File: src/rtl/sum_display_pkg.sv
// Shared constants for the binary-to-decimal seven-segment display:
// datapath widths, FSM state encoding, segment patterns and the
// double-dabble step helper.
package sum_display_pkg;

  // Datapath widths
  localparam int VALUE_W   = 9;                  // binary operand bits
  localparam int BCD_W     = 12;                 // three BCD digits
  localparam int SR_W      = VALUE_W + BCD_W;    // combined shift register
  localparam int NUM_STEPS = 9;                  // one step per operand bit
  localparam int CNT_W     = 4;                  // step counter width
  localparam int DIGIT_W   = 4;
  localparam int SEG_W     = 7;

  // Counter value during the final double-dabble step
  localparam logic [CNT_W-1:0] LAST_STEP = CNT_W'(NUM_STEPS - 1);

  // FSM state encoding
  localparam logic [1:0] ST_IDLE   = 2'd0;
  localparam logic [1:0] ST_SHIFT  = 2'd1;
  localparam logic [1:0] ST_UPDATE = 2'd2;

  // Active-low segment patterns, bit6=g .. bit0=a
  localparam logic [SEG_W-1:0] SEG_0     = 7'b1000000;
  localparam logic [SEG_W-1:0] SEG_1     = 7'b1111001;
  localparam logic [SEG_W-1:0] SEG_2     = 7'b0100100;
  localparam logic [SEG_W-1:0] SEG_3     = 7'b0110000;
  localparam logic [SEG_W-1:0] SEG_4     = 7'b0011001;
  localparam logic [SEG_W-1:0] SEG_5     = 7'b0010010;
  localparam logic [SEG_W-1:0] SEG_6     = 7'b0000010;
  localparam logic [SEG_W-1:0] SEG_7     = 7'b1111000;
  localparam logic [SEG_W-1:0] SEG_8     = 7'b0000000;
  localparam logic [SEG_W-1:0] SEG_9     = 7'b0010000;
  localparam logic [SEG_W-1:0] SEG_BLANK = 7'b1111111;

  // One double-dabble step: every BCD nibble >= 5 gets +3, then the whole
  // register shifts left by one. The BCD field sits above the binary field.
  function automatic logic [SR_W-1:0] dabble_step(input logic [SR_W-1:0] sr);
    logic [SR_W-1:0] adj;
    adj = sr;
    for (int i = 0; i < BCD_W / DIGIT_W; i++) begin
      if (adj[VALUE_W + DIGIT_W*i +: DIGIT_W] >= 4'd5) begin
        adj[VALUE_W + DIGIT_W*i +: DIGIT_W] = adj[VALUE_W + DIGIT_W*i +: DIGIT_W] + 4'd3;
      end else begin
        adj[VALUE_W + DIGIT_W*i +: DIGIT_W] = adj[VALUE_W + DIGIT_W*i +: DIGIT_W];
      end
    end
    return {adj[SR_W-2:0], 1'b0};
  endfunction

endpackage

File: src/rtl/bcd_to_seg.sv
// Combinational BCD digit to active-low seven-segment decoder with a
// blanking override for leading-zero suppression.
module bcd_to_seg
  import sum_display_pkg::*;
(
  input  logic [DIGIT_W-1:0] digit,
  input  logic               blank,
  output logic [SEG_W-1:0]   seg
);

  // Decode the digit, or force all segments off when blanked
  always_comb begin
    seg = SEG_BLANK;
    if (blank) begin
      seg = SEG_BLANK;
    end else begin
      case (digit)
        4'd0:    seg = SEG_0;
        4'd1:    seg = SEG_1;
        4'd2:    seg = SEG_2;
        4'd3:    seg = SEG_3;
        4'd4:    seg = SEG_4;
        4'd5:    seg = SEG_5;
        4'd6:    seg = SEG_6;
        4'd7:    seg = SEG_7;
        4'd8:    seg = SEG_8;
        4'd9:    seg = SEG_9;
        default: seg = SEG_BLANK;
      endcase
    end
  end

endmodule

File: src/rtl/sum_hex_display.sv
// Converts a 9-bit binary value to three decimal digits with a sequential
// double-dabble engine and shows them on three seven-segment displays.
// A load starts a 9-step conversion; the new digits and a done pulse
// appear together ten cycles after the load.
module sum_hex_display
  import sum_display_pkg::*;
(
  input  logic               clk,
  input  logic               rst,
  input  logic               load,
  input  logic [VALUE_W-1:0] value,
  output logic               busy,
  output logic               done,
  output logic [SEG_W-1:0]   HEX0,
  output logic [SEG_W-1:0]   HEX1,
  output logic [SEG_W-1:0]   HEX2
);

  logic [1:0]       state_q,  state_d;
  logic [SR_W-1:0]  sr_q,     sr_d;
  logic [CNT_W-1:0] cnt_q,    cnt_d;
  logic [BCD_W-1:0] digits_q, digits_d;
  logic             busy_q,   busy_d;
  logic             done_q,   done_d;
  logic [SEG_W-1:0] hex0_q,   hex0_d;
  logic [SEG_W-1:0] hex1_q,   hex1_d;
  logic [SEG_W-1:0] hex2_q,   hex2_d;
  logic             blank2_s;
  logic             blank1_s;

  // FSM, shift register and step counter next-state logic. The digit
  // register is loaded on the edge entering UPDATE so the new digits are
  // already on the display during the done cycle.
  always_comb begin
    state_d  = state_q;
    sr_d     = sr_q;
    cnt_d    = cnt_q;
    digits_d = digits_q;
    case (state_q)
      ST_IDLE: begin
        if (load) begin
          sr_d    = {{BCD_W{1'b0}}, value};
          cnt_d   = 4'd0;
          state_d = ST_SHIFT;
        end else begin
          state_d = ST_IDLE;
        end
      end
      ST_SHIFT: begin
        sr_d = dabble_step(sr_q);
        if (cnt_q == LAST_STEP) begin
          cnt_d    = 4'd0;
          digits_d = sr_d[SR_W-1:VALUE_W];
          state_d  = ST_UPDATE;
        end else begin
          cnt_d = cnt_q + 4'd1;
        end
      end
      ST_UPDATE: begin
        state_d = ST_IDLE;
      end
      default: begin
        state_d = ST_IDLE;
        cnt_d   = 4'd0;
      end
    endcase
  end

  // Status flags registered from the next state so they align with it
  always_comb begin
    busy_d = (state_d == ST_SHIFT) || (state_d == ST_UPDATE);
    done_d = (state_d == ST_UPDATE);
  end

  // Leading-zero suppression on the next digit values
  always_comb begin
    blank2_s = (digits_d[11:8] == 4'd0);
    blank1_s = blank2_s && (digits_d[7:4] == 4'd0);
  end

  bcd_to_seg u_seg0 (
    .digit (digits_d[3:0]),
    .blank (1'b0),
    .seg   (hex0_d)
  );

  bcd_to_seg u_seg1 (
    .digit (digits_d[7:4]),
    .blank (blank1_s),
    .seg   (hex1_d)
  );

  bcd_to_seg u_seg2 (
    .digit (digits_d[11:8]),
    .blank (blank2_s),
    .seg   (hex2_d)
  );

  // State and output registers with synchronous reset
  always_ff @(posedge clk) begin
    if (rst) begin
      state_q  <= ST_IDLE;
      sr_q     <= {SR_W{1'b0}};
      cnt_q    <= 4'd0;
      digits_q <= {BCD_W{1'b0}};
      busy_q   <= 1'b0;
      done_q   <= 1'b0;
      hex0_q   <= SEG_0;
      hex1_q   <= SEG_BLANK;
      hex2_q   <= SEG_BLANK;
    end else begin
      state_q  <= state_d;
      sr_q     <= sr_d;
      cnt_q    <= cnt_d;
      digits_q <= digits_d;
      busy_q   <= busy_d;
      done_q   <= done_d;
      hex0_q   <= hex0_d;
      hex1_q   <= hex1_d;
      hex2_q   <= hex2_d;
    end
  end

  assign busy = busy_q;
  assign done = done_q;
  assign HEX0 = hex0_q;
  assign HEX1 = hex1_q;
  assign HEX2 = hex2_q;

endmodule

File: config.mk
export PLATFORM = sky130hd
export DESIGN_NAME = sum_hex_display
export DESIGN_NICKNAME = d
export VERILOG_FILES = /design/src/rtl/sum_display_pkg.sv /design/src/rtl/bcd_to_seg.sv /design/src/rtl/sum_hex_display.sv
export SDC_FILE = /design/constraint.sdc
export NUM_CORES = 1
export LEC_CHECK = 0
export CORE_AREA = 8 8 106 108
export CTS_CLUSTER_SIZE = 8
export DETAILED_ROUTE_END_ITERATION = 8
export DIE_AREA = 0 0 114 116
export PLACE_DENSITY = 0.58
export SYNTH_ARGS = -nofsm -noshare
export SYNTH_HDL_FRONTEND = slang
export SYNTH_SLANG_ARGS = --single-unit
File: constraint.sdc
create_clock -name clk -period 5 [get_ports clk]
set_input_delay 1 -clock clk [delete_from_list [all_inputs] [get_ports clk]]
set_output_delay 1 -clock clk [all_outputs]
set_load 0.005 [all_outputs]
## After elaboration in Yosys (flattened, before gate mapping)

Memory sizes are Yosys's and may differ from the RTL's. A register that Yosys moved wholly into a read port is not among the register bits.
Index checks and enable logic that the tools add are counted.
W data, S select, Z words.

- Bits in registers: 41
- Bits in read-only memories: 336
- Input port bits: 12
- Logic and storage cells: 46
- Memories: 3

Memory list:

| name | words | bits a word | rd ports | clocked after Yosys merged registers in | wr ports | RTL line | text |
|---|---|---|---|---|---|---|---|
| (no name shown) | 16 | 7 | 1 | 1 | 0 | bcd_to_seg.sv:17 | `case (digit)` |
| (no name shown) | 16 | 7 | 1 | 1 | 0 | bcd_to_seg.sv:17 |  |
| (no name shown) | 16 | 7 | 1 | 1 | 0 | bcd_to_seg.sv:17 |  |

- Add/sub/neg operators: 4
- Magnitude comparators: 3
- Equality and inequality tests: 6
- Muxes and demuxes: 13
- Bitwise logic cells: 1
- Reductions and logical operators: 10

Operators with widths:

| operator | number |
|---|---|
| $pmux W21 S2 | 1 |
| $mux W12 | 2 |
| $mux W21 | 1 |
| $mux W4 | 4 |
| $ge A4 B3 Y1 const B | 3 |
| $pmux W4 S3 | 1 |
| $add A4 B2 Y4 const B | 2 |
| $logic_not A4 Y1 | 2 |
| $add A4 B1 Y4 const B | 1 |
| $eq A2 B1 Y1 const B | 2 |
| $eq A2 B2 Y1 const B | 2 |
| $eq A4 B4 Y1 const B | 1 |
| $pmux W2 S2 | 1 |
| $reduce_and A2 Y1 | 2 |
| $reduce_or A2 Y1 | 2 |
| $add A3 B2 Y3 const B | 1 |
| $mux W3 | 1 |
| $logic_not A2 Y1 | 1 |
| $mux W2 | 1 |
| $ne A2 B2 Y1 const B | 1 |
| $reduce_bool A2 Y1 | 1 |
| $logic_and A1 B1 Y1 | 1 |
| $logic_or A1 B1 Y1 | 1 |
| $mux W1 | 1 |
| $not A1 Y1 | 1 |

## Depth between registers and ports, before layout

- Depth after elaboration: 7
- Mapped depth: 14

## By module

A second synthesis with hierarchy kept.

- Cells, all modules: 367
- Area, all modules: 3,303.2 µm²

By module, submodules not included:

| module | times used | cells an instance | area an instance (µm²) |
|---|---|---|---|
| sum_hex_display | 1 | 266 | 2,578.7 |
| bcd_to_seg (u_seg0) | 1 | 35 | 252.7 |
| bcd_to_seg (u_seg1) | 1 | 33 | 236.5 |
| bcd_to_seg (u_seg2) | 1 | 33 | 235.2 |

## Worst setup path before layout

Ideal clock, no wire load.

- Path kind: reg-to-reg
- Start point: register sr_q[13]
- End point: register hex1_q[6], in the netlist HEX1[6]
- Setup time: 131 ps
- Arrival time: 2,578 ps
- Data required time: 4,869 ps
- Path slack: 2,291 ps
- Cell stages (with the launch flop): 14
- Period minus slack after synthesis: 2,709 ps
- Path through: dfxtp_1 -> clkbuf_1 -> inv_1 -> ha_1 -> nor2b_1 -> nor3_1 -> a21o_1 -> mux2i_1 -> ha_1 -> clkbuf_1 -> a41oi_1 -> inv_1 -> a2111oi_0 -> nor2_1

- Word-level cells in the longest chain between the ends: 7

RTL lines:

| item | RTL line | text |
|---|---|---|
| from (decl) | sum_hex_display.sv:20 | `logic [SR_W-1:0] sr_q, sr_d;` |
| from (signal assigned) | sum_hex_display.sv:103 | `sr_q <= {SR_W{1'b0}};` |
| from (signal assigned) | sum_hex_display.sv:113 | `sr_q <= sr_d;` |
| $add A4 B2 Y4 or $ge A4 B3 Y1 (tied branches) | sum_display_pkg.sv:43, sum_display_pkg.sv:42 |  |
| $mux W4 * | sum_display_pkg.sv:42 | `if (adj[VALUE_W + DIGIT_W*i +: DIGIT_W] >= 4'd5) begin` |
| $mux W12 * | sum_hex_display.sv:51 | `if (cnt_q == LAST_STEP) begin` |
| $mux W12 * | sum_hex_display.sv:39 | `case (state_q)` |
| $logic_not A4 Y1, on equally long branches | sum_hex_display.sv:77, sum_hex_display.sv:78 |  |
| $logic_and A1 B1 Y1 | sum_hex_display.sv:78 | `blank1_s = blank2_s && (digits_d[7:4] == 4'd0);` |
| $reduce_or A2 Y1 (no line) | n/a |  |
| to (decl) | sum_hex_display.sv:26 | `logic [SEG_W-1:0] hex1_q, hex1_d;` |

Mark *: on every way between the ends. The rest lies on a longest branch, timed or not.
A chain may end at the register's enable or synchronous reset.

## Worst setup path after layout

- Start point: register state_q[1]
- End point: register hex1_q[6], in the netlist HEX1[6]

- Word-level cells in the longest chain between the ends: 5

RTL lines:

| item | RTL line | text |
|---|---|---|
| from (decl) | sum_hex_display.sv:19 | `logic [1:0] state_q, state_d;` |
| from (signal assigned) | sum_hex_display.sv:112 | `state_q <= state_d;` |
| $eq A2 B1 Y1 * | sum_hex_display.sv:39 |  |
| $mux W12 * | sum_hex_display.sv:39 |  |
| $logic_not A4 Y1, on equally long branches | sum_hex_display.sv:77, sum_hex_display.sv:78 |  |
| $logic_and A1 B1 Y1 | sum_hex_display.sv:78 |  |
| $reduce_or A2 Y1 (no line) | n/a |  |

Marks and branches as above.

==> summary.txt <==
Netlist cell types = 59
status = complete, no violations
Vias = 2807
final period utilization = 65.1%
sequential share of the synthesized area = 37.4%
H-tree depth = 3
fin. max-slew vios = 0
reg2reg path depth = 10
CP Max Fanout = 20
WP data arrival = 3.47 ns
Chip Width = 114 um
fmax = 0.307 GHz
vias per cell = 5.15
Max Cap Violations = 0
Die Y-Extent = 116 um
remaining antenna violation count after routing = 0
Antenna Cells = 0
worst stage delay on the critical path = 0.61 ns
Leakage = 1.53 nW
RSZ-0062 raised after global routing = no
P&R area growth vs syn = 18.4%
hold_buf cts = 0
gp weighted congestion = 0.874
#FFs+latches synth = 62
top cells by area, synth = dfxtp_1 (37%), ha_1 (8.7%), nor2_1 (6.3%)
# DRC = 0
Setup Skew = 0.00719 ns
adder-cell share of the synthesized area = 8.67%
post-synth top area cell = dfxtp_1
Detailed Route Iter0 Violations = 111
most frequent cell on the critical path = nor2_1
Placeable Area = 9550 um2
cell chain of the critical path = and2b_1 -> nand2_4 -> inv_4 -> nor2_1 -> or2_2 -> ha_1 -> a41oi_1 -> inv_1 -> a2111oi_0 -> nor2_1
drt first pass iters = 6
synthesized net count = 418
io pins = 35
worst skew pair latency = 0.34 ns
critical path class = reg -> reg
GRT Resource Usage Total = 11.8%
Final min period = 3.26 ns
post_cts resized = 0
GRT Residual Overflow = 0
initial antenna violation count = 0
die footprint = 13200 um2
Util after Layout = 41.1%
Required @ worst endpoint = 5.21 ns
row count = 36
Synth Area in Compound Gates = 21.7%
family with the most delay on the worst path = simple AND/OR/NAND/NOR gates
WL/cell = 13.8 um
most common cell after layout, fill and taps aside = dfxtp_1
simple-gate share of the synthesized area = 19.4%
Final setup viols = 0
Post-synth EDFFs = 0
Syn Inst Count = 383
HP Class = reg -> reg
CP Launch Type = flop
Synth Area in XOR/XNOR = 0.528%
PD cells = 260 nW/um2
Max-Slew Margin vs Limit = 29.4%
Finished Layout Cells = 545
Slowest cell on crit path = and2b_1
post-synthesis mux area share = 6.83%
CP Depth = 10
WL final = 7.53 mm
share of cells above drive strength 1 = 8.50%
Yosys top cell area share = 37.4%
number of global-route vias before repair = 2638
syn_area_per_cell = 8.66 um2
pin count of the biggest net entering global routing = 59
most frequent cells in the layout = dfxtp_1 (62), nor2_1 (56), clkdlybuf4s50_1 (33)
first-pass GRT wire length = 12.5 mm
WHS Path Cells = 2
final hold slack = 0.479 ns
postcts setup bufs = 0
placed instance count = 529
setup TNS = 0 ns
crit path capture type = flop
CTS Buf Count = 9
Most used DFF post-synth = dfxtp_1
Worst-Margin Slew = 1.06 ns
clk sinks = 62
clock-pin slew on the worst setup and hold paths = 0.07 ns
Port Buffers = 34
clock root cell = clkbuf_8
Hold Fails Final Rpt = 0
Starting Density = 34.7%
worst vdd ir = 107 uV
largest family of logic cells by synthesized area = compound AO/OA/AOI/OAI gates
hpwl dp = 5.32 mm
total power = 1.02 mW
CTS max path bufs = 2
Post-synth ARST share = 0%
Synth Cell Area = 3320 um2
CTS tree = built
NumNets Final = 442
Ys Warns = 0
CP Buf/Inv Count = 2
[through the flow]
step	worst slack (ns)	instance area, um2
CTS	1.77	3930
detailed placement	1.80	3720
floorplan	2.29	3320
global placement	1.91	3720
global route	1.31	3930
finish	1.74	3930
[worst reg2reg max path: stages (launching register included)]
cell	delay, ns
dfxtp_1	0.32
and2b_1	0.61
nand2_4	0.32
inv_4	0.30
nor2_1	0.10
or2_2	0.34
ha_1	0.24
a41oi_1	0.38
inv_1	0.11
a2111oi_0	0.31
nor2_1	0.10
[sequential cells by signal, summed over array words and instances, names as in the netlist]
signal	count
state_q	2
sr_q	21
HEX2	7
busy	1
HEX0	7
digits_q	12
cnt_q	4
HEX1	7
done	1
[kinds of logic after synthesis]
kind of cell,after synthesis
and+or+nand+nor,130
muxes,21
buffers and inverters,40
xor gates and xnor gates,2
DFF,62
adders and majority gates,23
AOI/OAI and AO/OA,105
[path summary, 6_finish.rpt]
kind,from,endpoint,slack [ns]
setup / recovery,state_q[1],HEX1[6],1.74
hold / removal,sr_q[18],sr_q[18],0.48
setup reg to reg,state_q[1],HEX1[6],1.74
hold reg to reg,sr_q[18],sr_q[18],0.48
[cell usage after synthesis (4+ instances only)]
master	count
nand3b_1	4
mux2i_1	17
ha_1	23
nor3_1	13
a21o_1	12
nand2b_1	9
nand2_1	16
nor3b_1	6
clkbuf_1	13
o21ai_0	17
inv_1	16
nand3_1	5
a21oi_1	24
o21ai_1	5
or3_1	5
a22oi_1	8
nor2_1	56
a211oi_1	15
nor2b_1	4
dfxtp_1	62
[area by class of cell]
class                           count  area, um2
Clock inverter                      5       57.6
Clock buffer                       11        151
Multi-Input combinational cell    281       1900
Sequential cell                    62       1240
Tap cell                          133        166
Fill cell                        1008       5620
Timing Repair Buffer               35        343
Inverter                           18       71.3
[layer usage]
layer  global-route usage, %  share of wire, %
met4                    5.86               1.9
met2                    19.5                49
met3                    3.34               4.1
met1                    13.8                45
met5                       0                 0
[report_power, final]
group          switching, mW  internal [mW]  total [mW]
sequential           0.00592          0.503       0.509
combinational         0.0332         0.0231      0.0563
clock                  0.200          0.256       0.456
total                  0.239          0.782        1.02
Note: power is estimated with default switching activity, not from simulation.
